**config.mk**
```make
export PLATFORM = sky130hd
export DESIGN_NAME = code_lock_seq
export DESIGN_NICKNAME = d
export VERILOG_FILES = /design/src/rtl/code_lock_seq.sv
export SDC_FILE = /design/constraint.sdc
export NUM_CORES = 1
export LEC_CHECK = 0
export CORE_MARGIN = 2
export CORE_UTILIZATION = 57
export CTS_CLUSTER_SIZE = 12
export DETAILED_ROUTE_END_ITERATION = 7
export GPL_TIMING_DRIVEN = 0
export MAX_ROUTING_LAYER = met4
export PLACE_DENSITY = 0.77
export SLEW_MARGIN = 10
export SYNTH_ARGS = -nofsm -noshare
export SYNTH_HDL_FRONTEND = slang
export SYNTH_SLANG_ARGS = --single-unit
```
**constraint.sdc**
```tcl
create_clock -name clk -period 2.1 [get_ports clk]
set_clock_uncertainty 0.1 [all_clocks]
set_input_delay 0.21 -clock clk [delete_from_list [all_inputs] [get_ports clk]]
set_output_delay 0.21 -clock clk [all_outputs]
set_load 0.05 [all_outputs]
```
**src/rtl/code_lock_seq.sv**
```systemverilog
// code_lock_seq: multi-digit code lock with a user-changeable code, a failed-attempt
// counter, a timed lockout and automatic relock.
// Optional feature macro: CODE_LOCK_SEQ_LOCKOUT_EN enables fail counting and the LOCKOUT
// state. When it is undefined, lockout is tied low and attempts_left stays at MAX_TRIES.
// All outputs come straight from registers; a completed entry shows up one cycle after
// the edge that accepts its last digit.
module code_lock_seq #(
    parameter int unsigned DIGIT_W        = 4,
    parameter int unsigned CODE_LEN       = 4,
    parameter int unsigned MAX_TRIES      = 3,
    parameter int unsigned RELOCK_CYCLES  = 15,
    parameter int unsigned LOCKOUT_CYCLES = 15,
    parameter logic [DIGIT_W*CODE_LEN-1:0] DEFAULT_CODE = 16'h1234
) (
    input  logic                           clk,
    input  logic                           rst,
    input  logic [DIGIT_W-1:0]             digit,
    input  logic                           digit_valid,
    input  logic                           clear,
    input  logic                           lock_req,
    input  logic                           set_req,
    output logic                           locked,
    output logic                           unlocked,
    output logic                           lockout,
    output logic                           set_mode,
    output logic [$clog2(MAX_TRIES+1)-1:0] attempts_left,
    output logic                           err_pulse,
    output logic                           set_done
);

    localparam int unsigned CODE_W  = DIGIT_W * CODE_LEN;
    localparam int unsigned CNT_W   = $clog2(CODE_LEN + 1);
    localparam int unsigned ATT_W   = $clog2(MAX_TRIES + 1);
    localparam int unsigned TMR_MAX = (RELOCK_CYCLES > LOCKOUT_CYCLES) ? RELOCK_CYCLES
                                                                       : LOCKOUT_CYCLES;
    localparam int unsigned TMR_W   = $clog2(TMR_MAX + 1);

    localparam logic [CNT_W-1:0] LAST_CNT     = CNT_W'(CODE_LEN - 1);
    localparam logic [ATT_W-1:0] MAX_ATT      = ATT_W'(MAX_TRIES);
    localparam logic [TMR_W-1:0] RELOCK_LAST  = TMR_W'(RELOCK_CYCLES - 1);
    localparam logic [TMR_W-1:0] LOCKOUT_LAST = TMR_W'(LOCKOUT_CYCLES - 1);

    // One-hot encoding so each indicator output is a single state flop.
    typedef enum logic [3:0] {
        StLocked   = 4'b0001,
        StUnlocked = 4'b0010,
        StSet      = 4'b0100,
        StLockout  = 4'b1000
    } state_e;

    state_e              r_state;
    logic [CODE_W-1:0]   r_code;
    logic [CODE_W-1:0]   r_buf;
    logic [CNT_W-1:0]    r_cnt;
    logic [TMR_W-1:0]    r_timer;
    logic [ATT_W-1:0]    r_att;
    logic                r_err;
    logic                r_set_done;

    state_e              w_state_d;
    logic [CODE_W-1:0]   w_code_d;
    logic [CODE_W-1:0]   w_buf_d;
    logic [CNT_W-1:0]    w_cnt_d;
    logic [TMR_W-1:0]    w_timer_d;
    logic [ATT_W-1:0]    w_att_d;
    logic                w_err_d;
    logic                w_set_done_d;
    logic [CODE_W-1:0]   w_entry;
    logic                w_last;

    // Next-state, entry buffer, timer and attempt bookkeeping.
    always_comb begin
        w_state_d    = r_state;
        w_code_d     = r_code;
        w_buf_d      = r_buf;
        w_cnt_d      = r_cnt;
        w_timer_d    = r_timer;
        w_att_d      = r_att;
        w_err_d      = 1'b0;
        w_set_done_d = 1'b0;
        // Buffer contents including the digit being strobed this cycle.
        w_entry      = (r_buf << DIGIT_W) | CODE_W'(digit);
        w_last       = (r_cnt == LAST_CNT);

        unique case (r_state)
            StLocked: begin
                w_timer_d = '0;
                if (lock_req || clear) begin
                    w_buf_d = '0;
                    w_cnt_d = '0;
                end else if (digit_valid) begin
                    if (w_last) begin
                        w_buf_d = '0;
                        w_cnt_d = '0;
                        if (w_entry == r_code) begin
                            w_state_d = StUnlocked;
                            w_att_d   = MAX_ATT;
                        end else begin
                            w_err_d = 1'b1;
`ifdef CODE_LOCK_SEQ_LOCKOUT_EN
                            // Saturate at zero attempts; reaching zero starts the lockout.
                            if (r_att <= ATT_W'(1)) begin
                                w_att_d   = '0;
                                w_state_d = StLockout;
                            end else begin
                                w_att_d = r_att - 1'b1;
                            end
`endif
                        end
                    end else begin
                        w_buf_d = w_entry;
                        w_cnt_d = r_cnt + 1'b1;
                    end
                end
            end

            StUnlocked: begin
                // Digits and clear have nothing to act on here and do not hold off relock.
                if (lock_req) begin
                    w_state_d = StLocked;
                    w_buf_d   = '0;
                    w_cnt_d   = '0;
                    w_timer_d = '0;
                end else if (set_req) begin
                    w_state_d = StSet;
                    w_timer_d = '0;
                end else if (r_timer == RELOCK_LAST) begin
                    w_state_d = StLocked;
                    w_timer_d = '0;
                end else begin
                    w_timer_d = r_timer + 1'b1;
                end
            end

            StSet: begin
                if (lock_req) begin
                    w_state_d = StLocked;
                    w_buf_d   = '0;
                    w_cnt_d   = '0;
                    w_timer_d = '0;
                end else if (clear) begin
                    w_state_d = StUnlocked;
                    w_buf_d   = '0;
                    w_cnt_d   = '0;
                    w_timer_d = '0;
                end else if (digit_valid) begin
                    if (w_last) begin
                        w_code_d     = w_entry;
                        w_set_done_d = 1'b1;
                        w_state_d    = StUnlocked;
                        w_buf_d      = '0;
                        w_cnt_d      = '0;
                        w_timer_d    = '0;
                    end else begin
                        w_buf_d = w_entry;
                        w_cnt_d = r_cnt + 1'b1;
                        // A digit outranks expiry; hold at the limit so it fires next cycle.
                        if (r_timer != RELOCK_LAST) begin
                            w_timer_d = r_timer + 1'b1;
                        end
                    end
                end else if (r_timer == RELOCK_LAST) begin
                    w_state_d = StLocked;
                    w_buf_d   = '0;
                    w_cnt_d   = '0;
                    w_timer_d = '0;
                end else begin
                    w_timer_d = r_timer + 1'b1;
                end
            end

            StLockout: begin
                if (r_timer == LOCKOUT_LAST) begin
                    w_state_d = StLocked;
                    w_att_d   = MAX_ATT;
                    w_timer_d = '0;
                end else begin
                    w_timer_d = r_timer + 1'b1;
                end
            end

            default: begin
                w_state_d = StLocked;
                w_buf_d   = '0;
                w_cnt_d   = '0;
                w_timer_d = '0;
            end
        endcase
    end

    // State and datapath registers with synchronous reset.
    always_ff @(posedge clk) begin
        if (rst) begin
            r_state    <= StLocked;
            r_code     <= DEFAULT_CODE;
            r_buf      <= '0;
            r_cnt      <= '0;
            r_timer    <= '0;
            r_att      <= MAX_ATT;
            r_err      <= 1'b0;
            r_set_done <= 1'b0;
        end else begin
            r_state    <= w_state_d;
            r_code     <= w_code_d;
            r_buf      <= w_buf_d;
            r_cnt      <= w_cnt_d;
            r_timer    <= w_timer_d;
            r_att      <= w_att_d;
            r_err      <= w_err_d;
            r_set_done <= w_set_done_d;
        end
    end

    assign locked        = r_state[0];
    assign unlocked      = r_state[1];
    assign set_mode      = r_state[2];
`ifdef CODE_LOCK_SEQ_LOCKOUT_EN
    assign lockout       = r_state[3];
`else
    assign lockout       = 1'b0;
`endif
    assign attempts_left = r_att;
    assign err_pulse     = r_err;
    assign set_done      = r_set_done;

endmodule

```
# Yosys cells after proc, flatten, opt, wreduce, memory -nomap -nowiden
# Cells that the tools add are included.
# word_totals
ff_bits,43
latch_bits,0
ram_bits,0
romBits,0
out_inout_bits,8
n_memories,0
# op_classes
addsub,2
n_mul,0
n_div,0
n_lt_le_gt_ge,0
n_eq_ne,18
n_shift,0
muxes,47
bitwise_logic,8
n_reduce_logical,8
# ops
operator,count
12-bit 2-to-1 mux,8
4-bit 2-to-1 mux,19
12-bit case mux with 4 select lines,1
3-bit 2-to-1 mux,8
16-bit == test,1
16-bit by 4-bit OR with 16-bit output,1
4-bit case mux with 4 select lines,1
2-bit != test (second input constant),6
3-bit case mux with 4 select lines,1
4-bit case mux with 3 select lines,1
2-bit 2-to-1 mux,5
5-bit != test (second input constant),2
5-bit AND reduction,2
5-bit OR reduction,2
4-bit == test (second input constant),2
1-bit inverter,7
6-bit != test (second input constant),1
6-bit AND reduction,1
4-bit by 1-bit adder with 4-bit output (second input constant),1
4-bit by 1-bit == test with 1-bit output (second input constant),1
4-bit by 2-bit == test with 1-bit output (second input constant),1
4-bit by 3-bit == test with 1-bit output (second input constant),1
4-bit != test (second input constant),1
2-bit case mux with 2 select lines,1
7 further kinds,8

# Logic depth before layout (Yosys ltp)
# logic_depth
depth_word,7
ltp_mapped,9

# Worst setup path after synthesis
# Ideal clock, no wire load.
# synth_path
path_type,register to register
startpoint,register r_state[2]
endpoint,register r_buf[5]
setup_ns,0.129
t_arrival_ns,2.027
setup_slack_ns,-0.156
stages_incl_launch_ff,9
path_buffers,3
synth_period_minus_slack_ns,2.256
cell_sequence,dfxtp_1 -> buf_4 -> nor4b_4 -> a21oi_1 -> o41a_1 -> buf_4 -> buf_6 -> nand3_2 -> o31ai_1
# synth_via
elab_chain_len,3
# synth_lines
element,line,source
start: declaration,51,state_e r_state;
start signal: assignment,194,r_state <= StLocked;
start signal: assignment,203,r_state <= w_state_d;
4-bit by 3-bit == test with 1-bit output (tied with other cells),85,unique case (r_state)
5-bit != test (no line) (tied with other cells),n/a,
4-bit AND reduction (no line),n/a,
end signal: assignment,205,r_buf <= w_buf_d;
end: declaration,53,logic [CODE_W-1:0] r_buf;
# Parallel ways exist; a longest one is shown, timed or not.
# A chain may end at the register's enable or synchronous reset.

# Final worst setup path
# layout_path
startpoint,register r_state[2]
endpoint,register r_cnt[0]
# layout_via
elab_chain_len,3
# layout_lines
element,line,source
4-bit by 3-bit == test with 1-bit output (tied with other cells),85,
5-bit != test (no line) (tied with other cells),n/a,
4-bit AND reduction (no line),n/a,
end signal: assignment,206,r_cnt <= w_cnt_d;
end: declaration,54,logic [CNT_W-1:0] r_cnt;
# Parallel ways exist; a longest one is shown, timed or not.

==> key figures <==
Outcome
  – Status: finished, final reports clean

Setup path
  – Worst Path Required: 2170 ps
  – Worst Setup End Kind: flip-flop
  – WS Path Type: flip-flop to flip-flop
  – Startpoint types: flip-flop
  – Critical Path AT: 2030 ps
  – CP Max Fanout: 10

Routing
  – # DRC: 0
  – Routed WL: 4.18 mm
  – Pre-Repair DR Iteration Count: 4
  – Antenna Violating Nets Remaining: 0
  – Routed len/inst: 13.6 um
  – Vias per cell: 5.45
  – Iter 0 DRT Violations: 84
  – Total vias in the final route: 1679

Placement
  – Dpl ws: -153 ps
  – Post-DP Area: 2310 um^2
  – Dpl hpwl: 2.95 mm
  – # port buffers: 13
  – Final Wtd Congestion: 0.841

Synth
  – Yosys cell types: 39
  – Synthesized flop and latch total: 41
  – Most frequent cell after synthesis: dfxtp_1
  – Post-synth EDFFs: 0
  – Synth Instances: 237
  – YS warnings: 0
  – Main synth FF type: dfxtp_1
  – Top cell types by occurrence after synthesis: 41 x dfxtp_1, 31 x nor2_1, 17 x xnor2_1
  – Cell Area, Synth: 2110 um^2
  – Ys async rst share: 0%
  – Register area share after synthesis: 38.8%
  – Syn Area/Cell: 8.92 um^2
  – Largest cells by area after synthesis: dfxtp_1 39%, xnor2_1 7.0%, nor2_1 5.5%, mux2i_1 5.2%, nand2b_1 3.8%
  – Synth top area share: 38.8%
  – Yosys top cell by area: dfxtp_1

Timing
  – Slew Limit Fails: 0
  – Period utilisation layout: 93.1%
  – Final setup viols: 0
  – RSZ-0062 raised after global routing: no
  – Setup ws final: 144 ps
  – Fmax achieved: 0.511 GHz
  – Setup_tns: 0 ps
  – Final hold vios: 0
  – Crit path time final: 1960 ps

Clock network
  – CTS tree: yes
  – Clk slew on worst S/H paths: 80 ps
  – TritonCTS buffer count: 5
  – CTS Hold Bufs: 0
  – Root buf cell: clkbuf_8
  – Clk_lat worst skew: 300 ps
  – Clock Sinks: 41
  – H-tree depth: 2
  – CTS max path bufs: 2

Final layout
  – Layout cells sized above 1: 13.8%
  – Total inserted antenna cells: 0
  – FILL cells: 317
  – Final Core Density: 67.2%
  – Post-route design area: 2420 um^2
  – P&R area growth vs syn: 14.7%
  – Nets@finish: 273

Pwr
  – Pwr Total: 1.39 mW
  – Pwr dens: 573 nW/um^2
  – Static Leak: 0.917 nW
  – VDD IR max: 429 uV

GRT
  – Initial antenna violation count: 0
  – Vias in the first global route: 1487
  – Met3 Track Usage GR: 5.21%
  – First-pass GRT wire length: 6.78 mm
  – Met2 usage: 36.1%
  – Met1 Usage GRT: 24.9%
  – GRT Max-Usage Layer: met2
  – Overall routing resource usage: 21.7%
  – GR Overflow Total: 0
  – Largest net degree at the start of global routing: 13

Floorplan
  – Initial core utilization: 58.6%
  – IO Count: 18
  – Die W: 64.9 um
  – Die H: 64.9 um
  – Die area: 4210 um^2
  – Row count: 22
  – Core Area: 3610 um^2

Worst hold path
  – Type of the most critical hold path: primary input to flip-flop

Flow run
  – Maxcap violations: 0
cell type report:
type	count	area, um^2	area share, %
multi-input cells	170	1160	48.1
flip-flops and latches	41	823	34.0
repair buffers	15	145	5.99
plain buffers	17	111	4.59
clock buffers	6	72.6	2.99
well taps	48	60.1	2.48
inverters	10	37.5	1.55
clock inverters	1	8.76	0.361
repair_timing:
| item | in CTS | in global routing |
|---|---|---|
| setup buffers | 0 | 2 |
| resized for setup | 0 | 6 |
| setup endpoints to repair | 0 | 23 |
logic make-up (layout without fill, tap and decap cells):
logic type,count (synthesis),after routing,share of synthesized area [%]
flops,41,41,38.8
simple gates,90,90,25.0
buf+inv,27,49,6.45
compound gates,44,44,14.4
fa+ha+maj,3,3,1.78
mux,11,11,5.21
xor+xnor,19,19,7.87
other cells,2,3,0.355
final timing paths:
kind / cells after the start / from / slack (ps) / end
max: 8 / r_state[2] / 140 / r_cnt[0]
min: 4 / digit_valid / 310 / r_cnt[2]
max reg2reg: 8 / r_state[2] / 140 / r_cnt[0]
min reg2reg: 2 / r_cnt[2] / 380 / r_cnt[2]
state kept, by name, summed over array words and instances (netlist names):
register   count
err_pulse      1
r_buf         12
r_cnt          3
r_code        16
r_state        4
r_timer        4
set_done       1
stage by stage:
stage / hold slack (ps) / instances
finish: 306 / 308
global route: 340 / 308
CTS: 302 / 306
detailed placement: 370 / 299
global placement: 360 / 299
floorplan: 247 / 238
worst max-delay path, cell delays in order, from the launching register on:
cell and delay (ps):
dfxtp_2 340, buf_6 130, nor4b_4 340, a21oi_1 120, o41a_1 360, buf_6 160, buf_8 150, nand3_2 70
o31ai_1 60
cell usage in the layout, fill, tap and decap left out, drive strengths merged:
| cell type | instances |
|---|---|
| clkdlybuf4s50 | 13 |
| xor2 | 2 |
| buf | 13 |
| nor4b | 4 |
| conb | 3 |
| nor2b | 3 |
| a21oi | 7 |
| a211o | 6 |
| o31ai | 5 |
| and3 | 1 |
| nor4 | 2 |
| a31oi | 4 |
| o211ai | 1 |
| nand3 | 19 |
| nand3b | 3 |
| xnor2 | 17 |
| mux2i | 11 |
| dfxtp | 41 |
| or4 | 1 |
| ha | 3 |
| a21o | 1 |
| nand2 | 5 |
| nor2 | 31 |
| o41a | 1 |
| nor3b | 2 |
| a2111oi | 1 |
| clkbuf | 12 |
| o2111ai | 1 |
| inv | 10 |
| nand4 | 5 |
| o21ai | 17 |
| nand4b | 1 |
| nand2b | 13 |
| clkinv | 1 |
where the power goes:
group	total, mW	leakage, nW	switching (mW)	internal (mW)
Sequential	0.784	0.331	0.00403	0.780
Combinational	0.0987	0.545	0.0573	0.0414
Clock	0.506	0.0412	0.275	0.230
Total	1.39	0.917	0.337	1.05
layer usage:
layer | vias up | wire length (um)
met1 | 775 | 1890
met2 | 36 | 2030
met3 | 8 | 171
met4 | 0 | 87
met5 | - | 0
li1 | 860 | -
No activity file was read; power rests on OpenSTA's default activity.
==> RTL change 1 (config.mk and constraints unchanged) <==
Remove the register `r_err`: a continuous assignment takes its place, so the output `err_pulse` follows one clock earlier.
--- a/src/rtl/code_lock_seq.sv
+++ b/src/rtl/code_lock_seq.sv
@@ -197,7 +197,6 @@
             r_cnt      <= '0;
             r_timer    <= '0;
             r_att      <= MAX_ATT;
-            r_err      <= 1'b0;
             r_set_done <= 1'b0;
         end else begin
             r_state    <= w_state_d;
@@ -206,10 +205,11 @@
             r_cnt      <= w_cnt_d;
             r_timer    <= w_timer_d;
             r_att      <= w_att_d;
-            r_err      <= w_err_d;
             r_set_done <= w_set_done_d;
         end
     end
+
+    assign r_err = w_err_d;
 
     assign locked        = r_state[0];
     assign unlocked      = r_state[1];
Function: changed (a bounded check fails within 4 cycles, from zero or initial values and one cycle with rst high).
==> RTL change 1 against the original RTL <==
Core utilization rose by 1.4 points; synthesized area increased by 1.8%; largest cell class unchanged; routed wire length grew 16%; sequential cell count fell by 1; register-to-register slack worse by 20 ps; cell area grew 2.9%; sequential share of layout area shrank 1.8 points; setup slack worse by 49 ps.
Power is not compared: it rests on default switching activity, and its combinational part moved more than twofold at a synthesized area within 25%.
==> RTL change 1: results (changes against the original RTL) <==
[setup_path]
critPathSlowestCell = clkdlybuf4s50_1
startpoint = r_state[1]$_SDFFE_PP0P_
critPathKind = reg -> out
slowest_delay_ps = 870  ; +510 ps
reg2reg_depth = 6  ; -2
cp_top_family = buffers and inverters
r2r_start = r_state[2]$_SDFFE_PP0P_
crit_fanout = 8  ; -2

[hold_path]
hold-path-cell-count = 3  ; -1
min_from = lock_req

[placed_design]
dpl_worst_slack_ps = -572  ; -418 ps
place_congestion = 0.887  ; +5.4%
place_hpwl_um = 3360  ; +14%
placed_cell_area_mm2 = 0.00235  ; +1.7%
placedCellCount = 326  ; +9.0%

[global_routing]
grt_pass1_vias = 1739  ; +17%
grt_first_pass_wirelength_um = 8140  ; +20%
grt_use_total_pct = 25.7  ; +3.9 points
grt_max_degree = 14  ; +1

[logic_synthesis]
synth-seq-area-share_pct = 37.2  ; -1.6 points
synth.area.mux_share_pct = 0  ; -5.2 points
synth_compound_area_share_pct = 14.1  ; -0.31 points
netlist_top_cells_area = dfxtp_1 37%, nand2_1 7.0%, xnor2_1 6.9%
yosys-top-cells-count = 40 x dfxtp_1, 40 x nand2_1, 18 x nand4_1
syn_area_per_cell_um2 = 8.15  ; -8.6%
synthDistinctLibCells = 46  ; +18%
synth_xor_area_share_pct = 7.74  ; -0.14 points
yosys.area_share.adder_pct = 1.75  ; -0.031 points

[routing]
dr_total_vias = 1891  ; +13%
routedWlPerCell_um = 14.6  ; +7.4%
drt-initial-drc-count = 169  ; +100%

[final_layout]
drive_gt1_share_pct = 10.5  ; -3.4 points
stdcell_count = 334  ; +8.4%
fillers = 315  ; -0.63%
nets = 298  ; +9.2%

[outcome]
status = complete, no violations

[clock_tree]
cts_buffer_depth = 2  ; unchanged

[power_and_ir_drop]
power_sequential_uw = 862

## RTL change 1: cell types whose count changed after synthesis, sizes merged, moves of 4 or more
cell | unedited run | this run
nand4 | 5 | 18
nand2 | 5 | 40
nor2 | 31 | 13
a211o | 6 | 0
inv | 10 | 4
nor3 | 0 | 4
nand3 | 19 | 4
nand2b | 13 | 17
o31ai | 5 | 1
nand3b | 3 | 7
a21oi | 7 | 16
mux2i | 11 | 0
## RTL change 1: layout make-up
| type | count | area [µm²] | share of cell area (%) |
|---|---|---|---|
| multi-input combinational | 201 | 1240 | 49.9 |
| clock inverter | 2 | 38.8 | 1.56 |
| tap | 48 | 60.1 | 2.41 |
| timing repair buffer | 13 | 131 | 5.27 |
| clock buffer | 6 | 82.6 | 3.31 |
| inverter | 4 | 15.0 | 0.602 |
| sequential | 40 | 802 | 32.2 |
| buffer | 20 | 119 | 4.77 |
## RTL change 1: cell families (layout without fill, tap and decap cells)
| family | after synthesis | count (layout) |
|---|---|---|
| fa+ha+maj | 3 | 3 |
| xor+xnor | 19 | 19 |
| buf+inv | 24 | 45 |
| flops | 40 | 40 |
| simple gates | 125 | 125 |
| compound gates | 51 | 51 |
| other cells | 2 | 3 |
## RTL change 1: repair_timing
action / 4_1_cts / 5_1_grt
hold buffers: 0 / 0
resized for setup: 7 / 6
endpoints found under the setup margin: 1 / 7
## RTL change 1: path summary, 6_finish.rpt
path,slack [ps],to
max,90,unlocked
min,280,r_state[2]$_SDFFE_PP0P_
max reg2reg,120,r_cnt[0]$_SDFFE_PP0P_
min reg2reg,370,r_code[15]$_SDFFE_PP0P_
## RTL change 1: per-layer routing
metal | wire [µm] | global-route usage, %
met1 | 2400 | 35.2
met2 | 2170 | 37.6
met3 | 239 | 5.65
met4 | 55 | 8.59
met5 | 0 | -
==> RTL change 2 (same settings) <==
Without the edit above. Change the parameter `MAX_TRIES` from 3 to 6.
--- a/src/rtl/code_lock_seq.sv
+++ b/src/rtl/code_lock_seq.sv
@@ -7,7 +7,7 @@
 module code_lock_seq #(
     parameter int unsigned DIGIT_W        = 4,
     parameter int unsigned CODE_LEN       = 4,
-    parameter int unsigned MAX_TRIES      = 3,
+    parameter int unsigned MAX_TRIES      = 6,
     parameter int unsigned RELOCK_CYCLES  = 15,
     parameter int unsigned LOCKOUT_CYCLES = 15,
     parameter logic [DIGIT_W*CODE_LEN-1:0] DEFAULT_CODE = 16'h1234
Interface: changed (resized attempts_left); port bits go from 18 to 19. The function was not compared with the original's and may differ.
==> RTL change 2 against the original RTL <==
Sequential cell count unchanged; cell area grew 1.4%; setup slack worse by 20 ps; power barely moved; synthesized area grew 0.36%; via count rose by 0.89%; routed wire length up 1.4%; combinational power up 6%.
==> RTL change 2: results (changes against the original RTL) <==
[outcome]
status = complete, no violations

[global_routing]
antenna_found_initial = 0  ; unchanged
grt_use_total_pct = 22.7  ; +0.99 points
grt_first_pass_wirelength_um = 7130  ; +5.2%
grt_pass1_vias = 1599  ; +7.5%

[logic_synthesis]
yosysMostFrequentCell = dfxtp_1
yosys_warnings = 0  ; unchanged
synth-seq-area-share_pct = 38.7  ; -0.14 points
netlist_top_cells_area = dfxtp_1 39%, xnor2_1 7.0%, nor2_1 5.5%
synthDistinctLibCells = 39  ; unchanged
syn_area_per_cell_um2 = 8.91  ; about the same

[final_layout]
drive_gt1_share_pct = 15.6  ; +1.7 points
stdcell_count = 311  ; +0.97%
diodes = 0  ; unchanged
nets = 276  ; +1.1%

[clock_tree]
cts_buffer_depth = 2  ; unchanged
h-tree-depth = 2  ; unchanged
clk_latency_ps = 300  ; about the same
cts-root-buf = clkbuf_8

[setup_path]
slowest_delay_ps = 430  ; +70 ps
cp_top_family = simple AND/OR/NAND/NOR gates
crit_fanout = 10  ; unchanged
arrival_ps = 2050  ; +20 ps
rrSetupSlack_ps = 120  ; -20 ps
critPathSlowestCell = nor4b_4
timing.rr.end = r_buf[8]$_SDFFE_PP0P_

[sta]
hold-worst-slack_ps = 318  ; +12.3 ps

[placed_design]
placedCellCount = 301  ; +0.67%
place_congestion = 0.829  ; -1.4%
place_hpwl_um = 3070  ; +4.0%
placed_cell_area_mm2 = 0.00232  ; +0.49%
dpl_worst_slack_ps = -180  ; -26.2 ps

[hold_path]
hold_end = r_cnt[2]$_SDFFE_PP0P_

[routing]
drt-initial-drc-count = 84  ; unchanged
wirelength_um = 4230  ; +1.4%
viasPerCell = 5.45  ; about the same

[power_and_ir_drop]
vdd_ir_drop_max_mv = 0.495  ; +15%
power_leakage_nw = 0.933  ; +1.7%

[RTL change 2: cell count changes after synthesis]
cell	before	now
buf_4	6	7
[RTL change 2: worst max-delay path by stage]
stage | startpoint | to | slack, ps | cells after the start
after floorplan | r_state[2]$_SDFFE_PP0P_ | r_buf[5]$_SDFFE_PP0P_ | 20 | 8
after global placement | rst | r_code[13]$_SDFFE_PP0P_ | -150 | 5
after detailed placement | rst | r_code[14]$_SDFFE_PP0P_ | -180 | 5
after CTS | r_state[2]$_SDFFE_PP0P_ | r_buf[8]$_SDFFE_PP0P_ | 40 | 8
after global routing | r_state[2]$_SDFFE_PP0P_ | r_cnt[0]$_SDFFE_PP0P_ | -10 | 8
final | r_state[2]$_SDFFE_PP0P_ | r_buf[8]$_SDFFE_PP0P_ | 120 | 8
[RTL change 2: cell families (layout without fill, tap and decap cells)]
| logic type | after synthesis | after routing | synth area share, % |
|---|---|---|---|
| AOI/OAI and AO/OA | 44 | 44 | 14.4 |
| muxes | 11 | 11 | 5.19 |
| and+or+nand+nor | 90 | 90 | 25.0 |
| xor gates and xnor gates | 19 | 19 | 7.85 |
| DFF | 41 | 41 | 38.7 |
| buffers and inverters | 28 | 51 | 6.78 |
| other | 2 | 4 | 0.354 |
| adders and majority gates | 3 | 3 | 1.77 |
[RTL change 2: area by class of cell]
| class | count | area [µm²] |
|---|---|---|
| plain buffers | 18 | 120 |
| clock buffers | 6 | 72.6 |
| clock inverters | 1 | 8.76 |
| fillers | 301 | 1150 |
| inverters | 10 | 37.5 |
| multi-input cells | 171 | 1180 |
| flip-flops and latches | 41 | 823 |
| well taps | 48 | 60.1 |
| repair buffers | 16 | 153 |
[RTL change 2: layer usage]
layer | GRT usage, % | wire length, µm | vias up
met5 | - | 0 | -
met4 | 8.78 | 81 | 0
met3 | 5.73 | 190 | 8
met2 | 38.4 | 2090 | 38
met1 | 25.8 | 1880 | 780
li1 | - | - | 868
[RTL change 2: report_power, final]
part	internal (mW)	switching [mW]
sequential	0.781	0.00403
combinational	0.0429	0.0616
clock	0.230	0.268
total	1.05	0.334
[RTL change 2: worst reg2reg max path, cell delays in order (launching register included)]
cell and delay, ps:
dfxtp_2 330, buf_6 130, nor4b_4 430, a21oi_2 60, o41a_1 350, buf_6 160
buf_6 150, nand3_2 80, o31ai_1 60
[RTL change 2: repair_timing]
item                       in CTS  in global routing
setup endpoints to repair       1                 26
pin swaps                       0                  1
buffers inserted                0                  3
gates resized for setup         1                 10
